<file path="config.mk">
export PLATFORM = sky130hd
export DESIGN_NAME = bp_predict_ctrl
export DESIGN_NICKNAME = d
export VERILOG_FILES = /design/src/rtl/bp_pkg.sv /design/src/rtl/bp_sat_counter.sv /design/src/rtl/bp_predict_ctrl.sv
export SDC_FILE = /design/constraint.sdc
export NUM_CORES = 1
export LEC_CHECK = 0
export CAP_MARGIN = 10
export CORE_MARGIN = 1
export CORE_UTILIZATION = 25
export DETAILED_ROUTE_END_ITERATION = 8
export DONT_BUFFER_PORTS = 1
export GPL_TIMING_DRIVEN = 0
export PLACE_DENSITY_LB_ADDON = 0.12
export SLEW_MARGIN = 15
export SYNTH_ARGS = -nofsm -noshare
export SYNTH_HDL_FRONTEND = slang
export SYNTH_SLANG_ARGS = --single-unit
</file>
<file path="constraint.sdc">
create_clock -name clk -period 2.9 [get_ports clk]
set_input_delay 0.58 -clock clk [delete_from_list [all_inputs] [get_ports clk]]
set_output_delay 0.58 -clock clk [all_outputs]
set_load 0.02 [all_outputs]
</file>
<file path="src/rtl/bp_pkg.sv">
// Shared types and helpers for the correlating branch predictor:
// controller state encoding plus saturating-counter arithmetic.
package bp_pkg;

  typedef enum logic [3:0] {
    INIT_SET,
    INIT_STRB,
    INIT_REL,
    IDLE,
    PRED_RD,
    UPD_RD,
    UPD_SET,
    UPD_STRB,
    UPD_REL
  } bp_state_e;

  // Saturating step of a w-bit counter; only the low w bits are meaningful.
  function automatic logic [31:0] sat_update(input logic [31:0] cnt,
                                             input logic        taken,
                                             input int          w);
    logic [31:0] maxv;
    maxv = (32'd1 << w) - 32'd1;
    if (taken) begin
      sat_update = (cnt == maxv) ? cnt : cnt + 32'd1;
    end else begin
      sat_update = (cnt == 32'd0) ? cnt : cnt - 32'd1;
    end
  endfunction

  // Weakly-not-taken encoding: 2^(w-1)-1, which is 0 for a 1-bit counter.
  function automatic logic [31:0] wnt(input int w);
    wnt = (32'd1 << (w - 1)) - 32'd1;
  endfunction

endpackage

</file>
<file path="src/rtl/bp_sat_counter.sv">
// Combinational n-bit saturating increment/decrement for predictor counters.
module bp_sat_counter
  import bp_pkg::*;
#(
  parameter int n = 2
) (
  input  logic [n-1:0] cnt,
  input  logic         taken,
  output logic [n-1:0] nxt
);

  always_comb begin
    nxt = n'(sat_update(32'(cnt), taken, n));
  end

endmodule

</file>
<file path="src/rtl/bp_predict_ctrl.sv">
// Control stage in front of the predictor counter RAM: init sweep, lookups,
// and read-modify-write counter updates with a global history register.
module bp_predict_ctrl
  import bp_pkg::*;
#(
  parameter int m = 2,
  parameter int n = 2,
  parameter int r = 8
) (
  input  logic           clk,
  input  logic           rst,
  output logic           ready,
  input  logic           pred_req,
  input  logic [r-1:0]   pred_pc,
  output logic           pred_valid,
  output logic           pred_taken,
  input  logic           res_valid,
  input  logic [r-1:0]   res_pc,
  input  logic           res_taken,
  output logic           init_done,
  output logic           ram_cs_n,
  output logic           ram_we_n,
  output logic           ram_oe_n,
  output logic [r+m-1:0] ram_addr,
  output logic [n-1:0]   ram_wdata,
  output logic           ram_data_oe,
  input  logic [n-1:0]   ram_rdata
);

  localparam int            AW       = r + m;
  localparam logic [n-1:0]  WNT      = n'(wnt(n));
  localparam logic [AW-1:0] IDX_ONE  = AW'(1);
  localparam logic [AW-1:0] IDX_LAST = '1;

  bp_state_e     state_q, state_d;
  logic          arm_q;
  logic [AW-1:0] idx_q, idx_d;
  logic [m-1:0]  ghr_q, ghr_d;
  logic          upd_taken_q, upd_taken_d;
  logic [AW-1:0] addr_d;
  logic [n-1:0]  wdata_d;
  logic [n-1:0]  sat_nxt;
  logic          pred_valid_d, pred_taken_d, init_done_d;
  logic          cs_n_d, we_n_d, oe_n_d, data_oe_d, ready_d;

  bp_sat_counter #(.n(n)) u_sat (
    .cnt   (ram_rdata),
    .taken (upd_taken_q),
    .nxt   (sat_nxt)
  );

  always_comb begin
    state_d      = state_q;
    idx_d        = idx_q;
    ghr_d        = ghr_q;
    upd_taken_d  = upd_taken_q;
    addr_d       = ram_addr;
    wdata_d      = ram_wdata;
    pred_valid_d = 1'b0;
    pred_taken_d = pred_taken;
    init_done_d  = init_done;

    case (state_q)
      INIT_SET: begin
        // The first cycle after reset only arms the sweep so the RAM sees
        // address and data settle before the first strobe.
        if (arm_q) begin
          state_d = INIT_STRB;
        end else begin
          addr_d  = idx_q;
          wdata_d = WNT;
        end
      end
      INIT_STRB: state_d = INIT_REL;
      INIT_REL: begin
        if (idx_q == IDX_LAST) begin
          state_d     = IDLE;
          init_done_d = 1'b1;
          idx_d       = '0;
        end else begin
          state_d = INIT_SET;
          idx_d   = idx_q + IDX_ONE;
          addr_d  = idx_q + IDX_ONE;
          wdata_d = WNT;
        end
      end
      IDLE: begin
        if (res_valid) begin
          state_d     = UPD_RD;
          addr_d      = {ghr_q, res_pc};
          upd_taken_d = res_taken;
        end else if (pred_req) begin
          state_d = PRED_RD;
          addr_d  = {ghr_q, pred_pc};
        end
      end
      PRED_RD: begin
        state_d      = IDLE;
        pred_valid_d = 1'b1;
        pred_taken_d = ram_rdata[n-1];
      end
      UPD_RD: begin
        state_d = UPD_SET;
        wdata_d = sat_nxt;
      end
      UPD_SET:  state_d = UPD_STRB;
      UPD_STRB: state_d = UPD_REL;
      UPD_REL: begin
        state_d = IDLE;
        ghr_d   = m'({ghr_q, upd_taken_q});
      end
      default:  state_d = INIT_SET;
    endcase

    // Strobes are decoded from the next state and registered, so each
    // state's pin values appear during that state's cycle without glitches.
    cs_n_d    = !(state_d inside {INIT_SET, INIT_STRB, PRED_RD, UPD_RD,
                                  UPD_SET, UPD_STRB});
    we_n_d    = !(state_d inside {INIT_STRB, UPD_STRB});
    oe_n_d    = !(state_d inside {PRED_RD, UPD_RD});
    data_oe_d = state_d inside {INIT_SET, INIT_STRB, INIT_REL,
                                UPD_SET, UPD_STRB, UPD_REL};
    ready_d   = (state_d == IDLE);
  end

  always_ff @(posedge clk) begin
    if (rst) begin
      state_q     <= INIT_SET;
      arm_q       <= 1'b0;
      idx_q       <= '0;
      ghr_q       <= '0;
      ready       <= 1'b0;
      pred_valid  <= 1'b0;
      pred_taken  <= 1'b0;
      init_done   <= 1'b0;
      ram_cs_n    <= 1'b1;
      ram_we_n    <= 1'b1;
      ram_oe_n    <= 1'b1;
      ram_data_oe <= 1'b0;
      ram_addr    <= '0;
      ram_wdata   <= '0;
    end else begin
      state_q     <= state_d;
      arm_q       <= 1'b1;
      idx_q       <= idx_d;
      ghr_q       <= ghr_d;
      ready       <= ready_d;
      pred_valid  <= pred_valid_d;
      pred_taken  <= pred_taken_d;
      init_done   <= init_done_d;
      ram_cs_n    <= cs_n_d;
      ram_we_n    <= we_n_d;
      ram_oe_n    <= oe_n_d;
      ram_data_oe <= data_oe_d;
      ram_addr    <= addr_d;
      ram_wdata   <= wdata_d;
    end
  end

  always_ff @(posedge clk) begin
    upd_taken_q <= upd_taken_d;
  end

endmodule

</file>
# ---- After elaboration in Yosys (flattened, before gate mapping)
# Cells that the tools add are included.
dict set report classes {
  n_addsub 3
  muxes 19
  n_reduce_logical 17
  n_eq_ne 21
}
# cell n
set op_table {}
lappend op_table {{10-bit two-way mux} 5}
lappend op_table {{4-bit by 3-bit equality test with 1-bit output (second input constant)} 8}
lappend op_table {{4-bit case mux with 8 select lines} 1}
lappend op_table {{10-bit case mux with 3 select lines} 1}
lappend op_table {{4-bit by 2-bit equality test with 1-bit output (second input constant)} 4}
lappend op_table {{2-bit two-way mux} 6}
lappend op_table {{4-bit two-way mux} 3}
lappend op_table {{6-bit nonzero test} 2}
lappend op_table {{10-bit by 1-bit adder with 10-bit output (second input constant)} 1}
lappend op_table {{10-bit equality test (second input constant)} 1}
lappend op_table {{4-bit by 1-bit equality test with 1-bit output (second input constant)} 2}
lappend op_table {{4-bit equality test (second input constant)} 2}
lappend op_table {{4-bit logical NOT} 2}
lappend op_table {{2-bit case mux with 3 select lines} 1}
lappend op_table {{3-bit nonzero test} 2}
lappend op_table {{2-bit != test (second input constant)} 2}
lappend op_table {{2-bit AND reduction} 2}
lappend op_table {{4-bit AND reduction} 1}
lappend op_table {{2-bit nonzero test} 2}
lappend op_table {{1-bit logical NOT} 3}
lappend op_table {{3-bit != test (second input constant)} 1}
lappend op_table {{3-bit AND reduction} 1}
lappend op_table {{2-bit by 1-bit adder with 2-bit output (second input constant)} 1}
lappend op_table {{2-bit equality test (second input constant)} 1}
lappend op_table {{other kinds (4)} 5}
dict set report totals {
  in_bits 23
  wordCells 75
  reg_bits 38
  output_inout_bits 20
}

# ---- Logic depth before layout (Yosys ltp)
# Gate-level depths: netlist (run 1).
dict set report depth {
  depth_word 6
  ltp_mapped 8
  mapped_depth_nobuf 6
}

# ---- Cells and area by module
# Synthesis (run 1) repeated with hierarchy kept, for this count alone.
dict set report hier_totals {
  hier_cells 240
  hier_area_um2 2026.9
}
# module area_per_inst_um2 seq_area_each_um2 n_inst cells_each
set by_module_without_submodules {}
lappend by_module_without_submodules {bp_predict_ctrl 2000.7 770.7 1 237}
lappend by_module_without_submodules {bp_sat_counter 26.3 0.0 1 3}

# ---- Worst setup path after synthesis (run 1)
# Ideal clock, no wire load.
dict set report synth_path {
  path_type {register to register}
  start {register state_q[0]}
  end {register ram_addr[1]}
  stages_incl_launch_ff 9
  t_required_ps 2766
  path_buffers 3
  setup_slack_ps 972
  arrival_ps 1794
  setup_ps 134
  period_less_slack_ps 1928
  cell_sequence {dfxtp_1 -> buf_6 -> or4b_1 -> buf_2 -> nor4_4 -> nor2_2 -> buf_6 -> nor2_1 -> nor3_2}
}
dict set report synth_between {
  elab_chain_len 3
  elab_cells_between_ends 9
  classes_between {5 x eq/ne; 1 x mux; 3 x reduce/logical}
}
# item line_no
set synth_rtl {}
lappend synth_rtl {{start: declaration} bp_predict_ctrl.sv:35} ;# bp_state_e state_q, state_d;
lappend synth_rtl {{start signal: assignment} bp_predict_ctrl.sv:143} ;# state_q <= state_d;
lappend synth_rtl {{4-bit by 2-bit equality test with 1-bit output / 4-bit logical NOT (equally long branches)} bp_predict_ctrl.sv:63} ;# case (state_q)
lappend synth_rtl {{3-bit != test (no line), or another cell as far along} n/a}
lappend synth_rtl {{4-bit AND reduction (no line)} n/a}
lappend synth_rtl {{end signal: assignment} bp_predict_ctrl.sv:155} ;# ram_addr <= addr_d;
lappend synth_rtl {{end: declaration} bp_predict_ctrl.sv:24} ;# output logic [r+m-1:0] ram_addr,
# Parallel ways exist; a longest one is shown, timed or not.
# A chain may end at the register's enable or synchronous reset.

# ---- Worst setup path after layout (run 1)
dict set report layout_path {
  start {register state_q[0]}
  end {register ram_addr[5]}
}
# The elaborated chain is that of the path after synthesis.

==> results.sh, run 1 <==
export IMPL_status="finished, final reports clean"
export IMPL_place_gp_congestion=0.825
export IMPL_power_switching_w=0.000411
export IMPL_p_per_area_mw_per_mm2=536
export IMPL_crit_type="reg -> reg"
export IMPL_drive_gt1_share_pct=9.27
export IMPL_syn_to_final_growth_pct=10.2
export IMPL_ys_seq_elements=38
export IMPL_grt_max_degree=13
export IMPL_ant_nets=0
export IMPL_fin_crit_sh_pct=77.9
export IMPL_coreArea_mm2=0.00785
export IMPL_synth_nets=275
export IMPL_die_w_um=92.6
export IMPL_holdBufCountCts=0
export IMPL_use_met3_pct=4.35
export IMPL_place_inst=353
export IMPL_clkPwrFrac_pct=31.3
export IMPL_fin_hold_ws_ns=0.369
export IMPL_rrSetupSlack_ns=0.64
export IMPL_required_ns=3.06
export IMPL_final_common_cell="dfxtp_1"
export IMPL_startpoint="state_q[0]$_SDFF_PP0_"
export IMPL_p_leak_nw=0.770
export IMPL_netlist_instances=251
export IMPL_report_power_total_w=0.00121
export IMPL_routed_wl_um=6110
export IMPL_clockRootBuffer="clkbuf_8"
export IMPL_yosysUniqueCellTypes=58
export IMPL_synthArstFlopShare_pct=0
export IMPL_tightest_slew_ns=0.715
export IMPL_layout_nets=282
export IMPL_rsz0062_at_grt="no"
export IMPL_fillCellCount=884
export IMPL_drcViolationCount=0
export IMPL_io_buffers=0
export IMPL_die_area_mm2=0.00858
export IMPL_vias_per_cell=5.10
export IMPL_synth_edf_count=1
export IMPL_synth_avg_cell_area_um2=8.18
export IMPL_synth_ff_type="dfxtp_1"
export IMPL_first_iter_violations=76
export IMPL_dieHeight_um=92.6
export IMPL_final_cell_count_no_fill=361
export IMPL_crit_path_end="ram_addr[5]$_SDFFE_PP0P_"
export IMPL_dp_hpwl_um=4360
export IMPL_worstSetupStartpointType="flip-flop"
export IMPL_cts_tree="done"
export IMPL_post_cts_buffers=0
export IMPL_most_common_layout_cells="37 x dfxtp_1, 34 x nor2_1, 20 x nand2_1, 19 x a21oi_1, 18 x clkbuf_1"
export IMPL_worstPathArrival_ns=2.42
export IMPL_cts_resized=0
export IMPL_period_minus_slack_ns=2.26
export IMPL_netlist_area_mm2=0.00205
export IMPL_clock_path_buffers=2
export IMPL_grt_pass1_wl_um=9640
export IMPL_numCtsBuffers=5
export IMPL_n_antenna_cell=0
export IMPL_ios=43
export IMPL_wl_per_cell_um=16.9
export IMPL_cp_max_fo=10
export IMPL_grt_pass1_vias=1739
export IMPL_final_max_slew_viol_count=0
export IMPL_overflow=0
export IMPL_ir_drop_mv=0.153
export IMPL_maxCapViolations=0
export IMPL_clkLatencyLatePin_ns=0.30
export IMPL_clock_sinks=38
export IMPL_row_count=32
export IMPL_internal_power_w=0.000803
export IMPL_netSwitchingFraction_pct=33.9
export IMPL_fin_setup_tns_ns=0
export IMPL_report_final_setup_viol=0
export IMPL_hold_violations=0
export IMPL_grt_use_met2_pct=22.2
export IMPL_grt_busiest_layer="met2"
export IMPL_ff2ff_path_depth=8
export IMPL_h_tree_depth=2
export IMPL_fin_skew_ns=0.00871
export IMPL_dr_pass1_iters=4
export IMPL_regToRegStartpoint="state_q[0]$_SDFF_PP0_"
export IMPL_hp_class="in -> reg"
export IMPL_r2r_end="ram_addr[5]$_SDFFE_PP0P_"
export IMPL_yosys_warnings=0
export IMPL_start_util_pct=26.2
export IMPL_relSlewSlack_pct=51.6
export IMPL_cp_end_kind="flip-flop"
export IMPL_clk_pin_slew_ns=0.08
export IMPL_synth_seq_area_share_pct=37.5
export IMPL_clock_fmax_mhz=442
export IMPL_vias=1842
export IMPL_p_comb_share_pct=19.3
export IMPL_antenna_found_initial=0
export IMPL_grt_total_usage_pct=15.1
export IMPL_met1_usage_pct=20.8
export IMPL_seqPwrFrac_pct=49.4
==> registers in the layout, summed over array words and instances, names as in the netlist <==
register     flops
ram_we_n         1
ram_wdata        2
state_q          4
init_done        1
pred_taken       1
ghr_q            2
pred_valid       1
idx_q           10
ram_data_oe      1
ready            1
ram_cs_n         1
upd_taken_q      1
ram_oe_n         1
arm_q            1
ram_addr        10
==> cell type report <==
type	instances	area [µm²]	share of cell area, %
inverter	5	18.8	0.829
multi-input combinational	186	1160	51.3
buffer	22	103	4.53
sequential	38	771	34.1
clock buffer	6	72.6	3.21
tap	102	128	5.64
clock inverter	2	10.0	0.442
==> synth_stat cells (all sizes together), types with 2 or more instances <==
library cell | number | area share [%]
nor3 | 13 | 3.9
dfxtp | 37 | 36
mux2i | 10 | 4.9
inv | 5 | 0.91
nand2 | 20 | 3.7
nor2b | 2 | 0.61
and3 | 6 | 1.8
xor2 | 3 | 1.3
o2111ai | 2 | 0.85
xnor2 | 2 | 0.85
a311oi | 4 | 2.0
nor2 | 36 | 6.8
a22oi | 2 | 0.73
buf | 5 | 1.9
a21oi | 20 | 5.1
nand2b | 5 | 1.5
o22ai | 2 | 0.61
a41oi | 2 | 0.85
nor4 | 6 | 2.6
clkbuf | 17 | 3.1
o21a | 2 | 0.73
nand4 | 2 | 0.61
or3b | 2 | 0.85
and4 | 2 | 0.85
o211ai | 2 | 0.73
a31oi | 2 | 0.61
a211oi | 5 | 2.3
o21ai | 9 | 2.2
and2 | 3 | 0.91
nand3 | 5 | 1.2
==> stage by stage <==
step                utilization, %  worst slack (ns)  area (µm²)
floorplan                        -             0.972        2050
global placement              27.8             0.561        2180
detailed placement            27.8             0.592        2180
CTS                           28.8             0.579        2260
global route                  28.8             0.437        2260
finish                        28.8             0.640        2260
==> layer usage <==
layer,up-vias,wire [µm]
li1,921,-
met3,8,395
met4,0,102
met5,-,0
met2,52,2690
met1,861,2910
==> power groups by stage <==
stage,Sequential (W),Clock (W),Combinational [W]
floorplan,0.000607,0,0.000179
finish,0.000599,0.000380,0.000235
CTS,0.000600,0.000387,0.000237
global route,0.000604,0.000416,0.000263
global placement,0.000611,0,0.000238
detailed placement,0.000612,0,0.000236
==> worst min path at each step <==
stage | start | to | cells after the start
floorplan | ghr_q[1]$_SDFFE_PP0P_ | ghr_q[1]$_SDFFE_PP0P_ | 2
global placement | ghr_q[1]$_SDFFE_PP0P_ | ghr_q[1]$_SDFFE_PP0P_ | 2
detailed placement | ghr_q[1]$_SDFFE_PP0P_ | ghr_q[1]$_SDFFE_PP0P_ | 2
CTS | res_taken | upd_taken_q$_DFFE_PP_ | 0
global route | res_taken | upd_taken_q$_DFFE_PP_ | 0
finish | res_taken | upd_taken_q$_DFFE_PP_ | 0
==> logic make-up after synthesis <==
kind of cell             count (synthesis)  share of synthesized area, %
AO/OA/AOI/OAI                           61                          20.8
XOR/XNOR                                 5                          2.13
adder cells (fa/ha/maj)                  2                          1.10
buffers and inverters                   27                          5.91
flip-flops                              38                          37.5
multiplexers                            10                          4.88
AND/OR/NAND/NOR                        108                          27.6
==> worst max-delay path, stage by stage, from the launching register on <==
cell,delay [ns]
dfxtp_1,0.32
buf_6,0.13
or4b_1,0.50
buf_2,0.18
nor4_4,0.45
nor2_2,0.14
buf_6,0.19
o211ai_1,0.12
a21oi_1,0.09
Power figures use the tool's default switching activity.
==> inputs of run 2 (changes only) <==
==> constraint.sdc (replaced) <==
create_clock -name clk -period 2.35 [get_ports clk]
set_input_delay 0.47 -clock clk [delete_from_list [all_inputs] [get_ports clk]]
set_output_delay 0.47 -clock clk [all_outputs]
set_load 0.02 [all_outputs]
==> run 2 against run 1 <==
Effect of this change:
- clock power rose by 23%
- die area unchanged
- global-route usage stayed put
- register-to-register slack worse by 0.43 ns
- routed wire length increased by 0.21%
- critical path type unchanged
==> results.sh, run 2 (synthesis results as in run 1) <==
export IMPL_reg_top3="idx_q: 10 flops, ram_addr: 10 flops, state_q: 4 flops"
export IMPL_layout_nets=283
export IMPL_grt_total_usage_pct=15.1
export IMPL_hold_depth=0
export IMPL_h_tree_depth=2
export IMPL_grt_pass1_vias=1739
export IMPL_worstPathArrival_ns=2.35
export IMPL_most_common_layout_cells="37 x dfxtp_1, 34 x nor2_1, 20 x nand2_1, 19 x a21oi_1, 17 x clkbuf_1"
export IMPL_clkLatencyLatePin_ns=0.30
export IMPL_grt_max_degree=13
export IMPL_clk_pin_slew_ns=0.08
export IMPL_vias=1865
export IMPL_dp_hpwl_um=4360
export IMPL_antenna_found_initial=0
export IMPL_start_util_pct=26.2
export IMPL_multi_input_area_mm2=0.00117
export IMPL_final_common_cell="dfxtp_1"
export IMPL_cp_end_kind="flip-flop"
export IMPL_die_w_um=92.6
export IMPL_row_count=32
export IMPL_fin_hold_ws_ns=0.262
export IMPL_fin_crit_sh_pct=91.2
export IMPL_syn_to_final_growth_pct=10.9
export IMPL_maxCapViolations=0
export IMPL_wl_per_cell_um=16.9
export IMPL_routed_wl_um=6120
export IMPL_die_area_mm2=0.00858
export IMPL_clockRootBuffer="clkbuf_8"
export IMPL_overflow=0
export IMPL_fin_skew_ns=0.00721
export IMPL_n_antenna_cell=0
export IMPL_clock_path_buffers=2
export IMPL_report_final_setup_viol=0
export IMPL_vias_per_cell=5.15
export IMPL_numCtsBuffers=5
export IMPL_ff2ff_path_depth=6
export IMPL_first_iter_violations=78
export IMPL_ir_drop_mv=0.187
export IMPL_rsz0062_at_grt="no"
export IMPL_required_ns=2.55
export IMPL_cts_tree="done"
export IMPL_drcViolationCount=0
export IMPL_dr_pass1_iters=5
export IMPL_tightest_slew_ns=0.717
export IMPL_fillCellCount=884
export IMPL_clock_fmax_mhz=467
export IMPL_place_gp_congestion=0.825
export IMPL_coreArea_mm2=0.00785
export IMPL_relSlewSlack_pct=51.5
export IMPL_ios=43
export IMPL_holdBufCountCts=0
export IMPL_seq_area_um2=771
export IMPL_cp_max_fo=10
export IMPL_hold_violations=0
export IMPL_drive_gt1_share_pct=10.4
export IMPL_worstSetupStartpointType="flip-flop"
export IMPL_crit_type="reg -> reg"
export IMPL_status="finished, final reports clean"
export IMPL_period_minus_slack_ns=2.14
export IMPL_p_leak_nw=0.778
export IMPL_io_buffers=0
export IMPL_final_max_slew_viol_count=0
export IMPL_fin_setup_tns_ns=0
export IMPL_dieHeight_um=92.6
export IMPL_p_per_area_mw_per_mm2=656
export IMPL_clock_sinks=38
export IMPL_hp_class="in -> reg"
export IMPL_grt_pass1_wl_um=9640
export IMPL_ant_nets=0
-- run 2: changes by cell type in the layout (fill, tap and decap cells not counted), sizes merged --
cell and delta:
buf +1
-- run 2: metrics by stage --
step | utilization, % | cell area [µm²] | std cells | total power (W) | setup slack (ns)
3_5_place_dp | 27.8 | 2180 | 353 | 0.00105 | 0.0417
3_3_place_gp | 27.8 | 2180 | 353 | 0.00105 | 0.0107
4_1_cts | 28.8 | 2260 | 361 | 0.00151 | 0.0288
6_report | 29.0 | 2280 | 362 | 0.00149 | 0.207
2_1_floorplan | - | 2050 | 251 | 0.000970 | 0.422
5_1_grt | 29.0 | 2280 | 362 | 0.00159 | 0.0450
-- run 2: path summary, 6_finish.rpt --
| kind | startpoint | end | slack, ns |
|---|---|---|---|
| setup / recovery | state_q[2]$_SDFF_PP0_ | idx_q[3]$_SDFFE_PP0P_ | 0.21 |
| hold / removal | res_taken | upd_taken_q$_DFFE_PP_ | 0.26 |
| setup reg to reg | state_q[2]$_SDFF_PP0_ | idx_q[3]$_SDFFE_PP0P_ | 0.21 |
| hold reg to reg | ghr_q[1]$_SDFFE_PP0P_ | ghr_q[1]$_SDFFE_PP0P_ | 0.51 |
-- run 2: cell type report --
cell class | count | share of cell area [%]
clock buffers | 6 | 3.19
inverters | 5 | 0.824
repair buffers | 1 | 0.330
well taps | 102 | 5.60
flip-flops and latches | 38 | 33.8
multi-input cells | 186 | 51.2
clock inverters | 2 | 0.440
plain buffers | 22 | 4.56
-- run 2: power breakdown --
part	switching, W	internal (W)
logic	0.000188	0.000102
clock network	0.000259	0.000206
registers	0.0000563	0.000683
total	0.000503	0.000992
-- run 2: worst max-delay path: stages (launching register included) --
cell      delay, ns
dfxtp_1        0.32
clkbuf_1       0.20
or3b_2         0.50
clkbuf_1       0.18
nor2_2         0.40
a41oi_1        0.17
a311oi_1       0.28
-- run 2: metal layers --
metal	GRT usage (%)	vias up	wire, µm
li1	-	916	-
met3	4.35	11	353
met2	22.2	52	2680
met4	5.64	0	132
met5	0	-	0
met1	20.8	886	2950
-- run 2: what timing repair did --
| action | 4_1_cts | 5_1_grt |
|---|---|---|
| setup endpoints to repair | 0 | 11 |
| buffers inserted | 0 | 1 |
| endpoints found under the hold margin | 0 | 0 |
| gates resized for setup | 0 | 3 |
==> inputs of run 3 (changes only) <==
--- a/config.mk
+++ b/config.mk
@@ -7,7 +7,7 @@
 export LEC_CHECK = 0
 export CAP_MARGIN = 10
 export CORE_MARGIN = 1
-export CORE_UTILIZATION = 25
+export CORE_UTILIZATION = 54
 export DETAILED_ROUTE_END_ITERATION = 8
 export DONT_BUFFER_PORTS = 1
 export GPL_TIMING_DRIVEN = 0
==> run 3 against run 2 <==
Effect of this change:
- final area shrank 0.60%
- largest power group unchanged
- setup slack got worse by 0.078 ns
- combinational power is 2% lower
- die area down 53%
- via count up 2.5%
- total power rose by 15%
- critical endpoint is now ram_addr[5]$_SDFFE_PP0P_
- non-clock buffer count is the same
- clock power increased by 48%
- sequential cell count did not move
- routed wire length down 15%
- final cell count fell by 15%
- global-route usage is 11 points higher
==> results.sh, run 3 (synthesis results as in run 1) <==
export IMPL_path_depth=8
export IMPL_start_util_pct=56.1
export IMPL_die_w_um=63.7
export IMPL_worstPathCellList="buf_6, or4b_1, buf_2, nor4_4, nor2_2, buf_6, o211ai_1, a21oi_1"
export IMPL_grt_pass1_wl_um=8150
export IMPL_place_area_mm2=0.00211
export IMPL_clock_sinks=38
export IMPL_report_power_total_w=0.00172
export IMPL_final_area_mm2=0.00226
export IMPL_cp_end_kind="flip-flop"
export IMPL_row_count=22
export IMPL_tightest_slew_ns=0.746
export IMPL_relSlewSlack_pct=49.5
export IMPL_io_buffers=0
export IMPL_crit_top_cell="buf_6"
export IMPL_syn_to_final_growth_pct=10.2
export IMPL_maxCapViolations=0
export IMPL_drive_gt1_share_pct=10.0
export IMPL_p_leak_nw=0.801
export IMPL_dr_pass1_iters=5
export IMPL_die_area_mm2=0.00405
export IMPL_place_gp_congestion=0.892
export IMPL_clkLatencyLatePin_ns=0.30
export IMPL_worstPathArrival_ns=2.38
export IMPL_final_max_slew_viol_count=0
export IMPL_crit_path_max_incr_delay_ns=0.50
export IMPL_report_final_setup_viol=0
export IMPL_ff2ff_path_depth=8
export IMPL_antenna_found_initial=0
export IMPL_n_antenna_cell=0
export IMPL_first_iter_violations=124
export IMPL_reg_top3="idx_q: 10 flops, ram_addr: 10 flops, state_q: 4 flops"
export IMPL_hold_violations=0
export IMPL_grt_pass1_vias=1647
export IMPL_worstSetupStartpointType="flip-flop"
export IMPL_coreArea_mm2=0.00366
export IMPL_dieHeight_um=63.7
export IMPL_r2r_end="ram_addr[5]$_SDFFE_PP0P_"
export IMPL_crit_path_end="ram_addr[5]$_SDFFE_PP0P_"
export IMPL_p_per_area_mw_per_mm2=758
export IMPL_crit_type="reg -> reg"
export IMPL_most_common_layout_cells="37 x dfxtp_1, 34 x nor2_1, 20 x nand2_1, 19 x a21oi_1, 17 x clkbuf_1"
export IMPL_ios=43
export IMPL_clock_fmax_mhz=450
export IMPL_dp_hpwl_um=3590
export IMPL_grt_total_usage_pct=26.5
export IMPL_rsz0062_at_grt="no"
export IMPL_cp_max_fo=10
export IMPL_wl_per_cell_um=16.8
export IMPL_period_minus_slack_ns=2.22
export IMPL_ir_drop_mv=0.483
export IMPL_status="finished, final reports clean"
export IMPL_rrSetupSlack_ns=0.13
export IMPL_final_common_cell="dfxtp_1"
export IMPL_fin_hold_ws_ns=0.267
export IMPL_drcViolationCount=0
export IMPL_fin_skew_ns=0.00388
export IMPL_slowest_stage="or4b_1"
export IMPL_crit_family="simple AND/OR/NAND/NOR gates"
export IMPL_fin_crit_sh_pct=94.5
export IMPL_regToRegStartpoint="state_q[0]$_SDFF_PP0_"
export IMPL_h_tree_depth=2
export IMPL_overflow=0
export IMPL_hp_class="in -> reg"
export IMPL_layout_nets=283
export IMPL_cts_tree="done"
export IMPL_required_ns=2.51
export IMPL_vias=1911
export IMPL_grt_max_degree=13
export IMPL_fin_setup_tns_ns=0
export IMPL_routed_wl_um=5180
export IMPL_crit_buf_inv=3
export IMPL_numCtsBuffers=5
export IMPL_startpoint="state_q[0]$_SDFF_PP0_"
export IMPL_fin_util_pct=61.8
export IMPL_ant_nets=0
export IMPL_vias_per_cell=6.20
export IMPL_clockRootBuffer="clkbuf_8"
export IMPL_clock_path_buffers=2
export IMPL_clk_pin_slew_ns=0.08
## run 3: repair_timing
item                       CTS  global route
hold buffers                 0             0
buffers inserted             0             1
setup endpoints to repair    0             4
gates resized for setup      0             0
## run 3: area by class of cell
class	count	area [µm²]
Buffer	22	103
Clock buffer	6	82.6
Clock inverter	2	60.1
Fill cell	322	1400
Inverter	5	18.8
Multi-Input combinational cell	186	1160
Sequential cell	38	771
Tap cell	48	60.1
Timing Repair Buffer	1	7.51
## run 3: power breakdown
part	switching [W]	leakage, nW	internal, W	total [W]
Combinational	0.000183	0.419	0.000101	0.000284
Sequential	0.0000560	0.311	0.000683	0.000739
Clock	0.000240	0.0714	0.000453	0.000692
Total	0.000478	0.801	0.00124	0.00172
## run 3: layer usage
metal  track usage, %  up-vias  routed length [µm]  share of wire, %
met2             37.9      105                2230                43
met4             10.2        0                  74               1.4
met3             6.16       10                 468               9.0
met5                0        -                   0                 0
met1             38.0      878                2410                46
li1                 -      918                   -                 -
## run 3: worst min path at each step
stage	startpoint	endpoint	slack, ns	cells after the start
finish	res_taken	upd_taken_q$_DFFE_PP_	0.27	0
global route	res_taken	upd_taken_q$_DFFE_PP_	0.25	0
CTS	res_taken	upd_taken_q$_DFFE_PP_	0.26	0
detailed placement	ghr_q[1]$_SDFFE_PP0P_	ghr_q[1]$_SDFFE_PP0P_	0.50	2
global placement	ghr_q[1]$_SDFFE_PP0P_	ghr_q[1]$_SDFFE_PP0P_	0.48	2
floorplan	ghr_q[1]$_SDFFE_PP0P_	ghr_q[1]$_SDFFE_PP0P_	0.46	2
## run 3: metrics by stage
step / setup WS, ns / cells
after floorplan: 0.422 / 251
after global routing: 0.00185 / 308
after global placement: 0.0972 / 299
final: 0.129 / 308
after CTS: 0.0565 / 307
after detailed placement: 0.0811 / 299
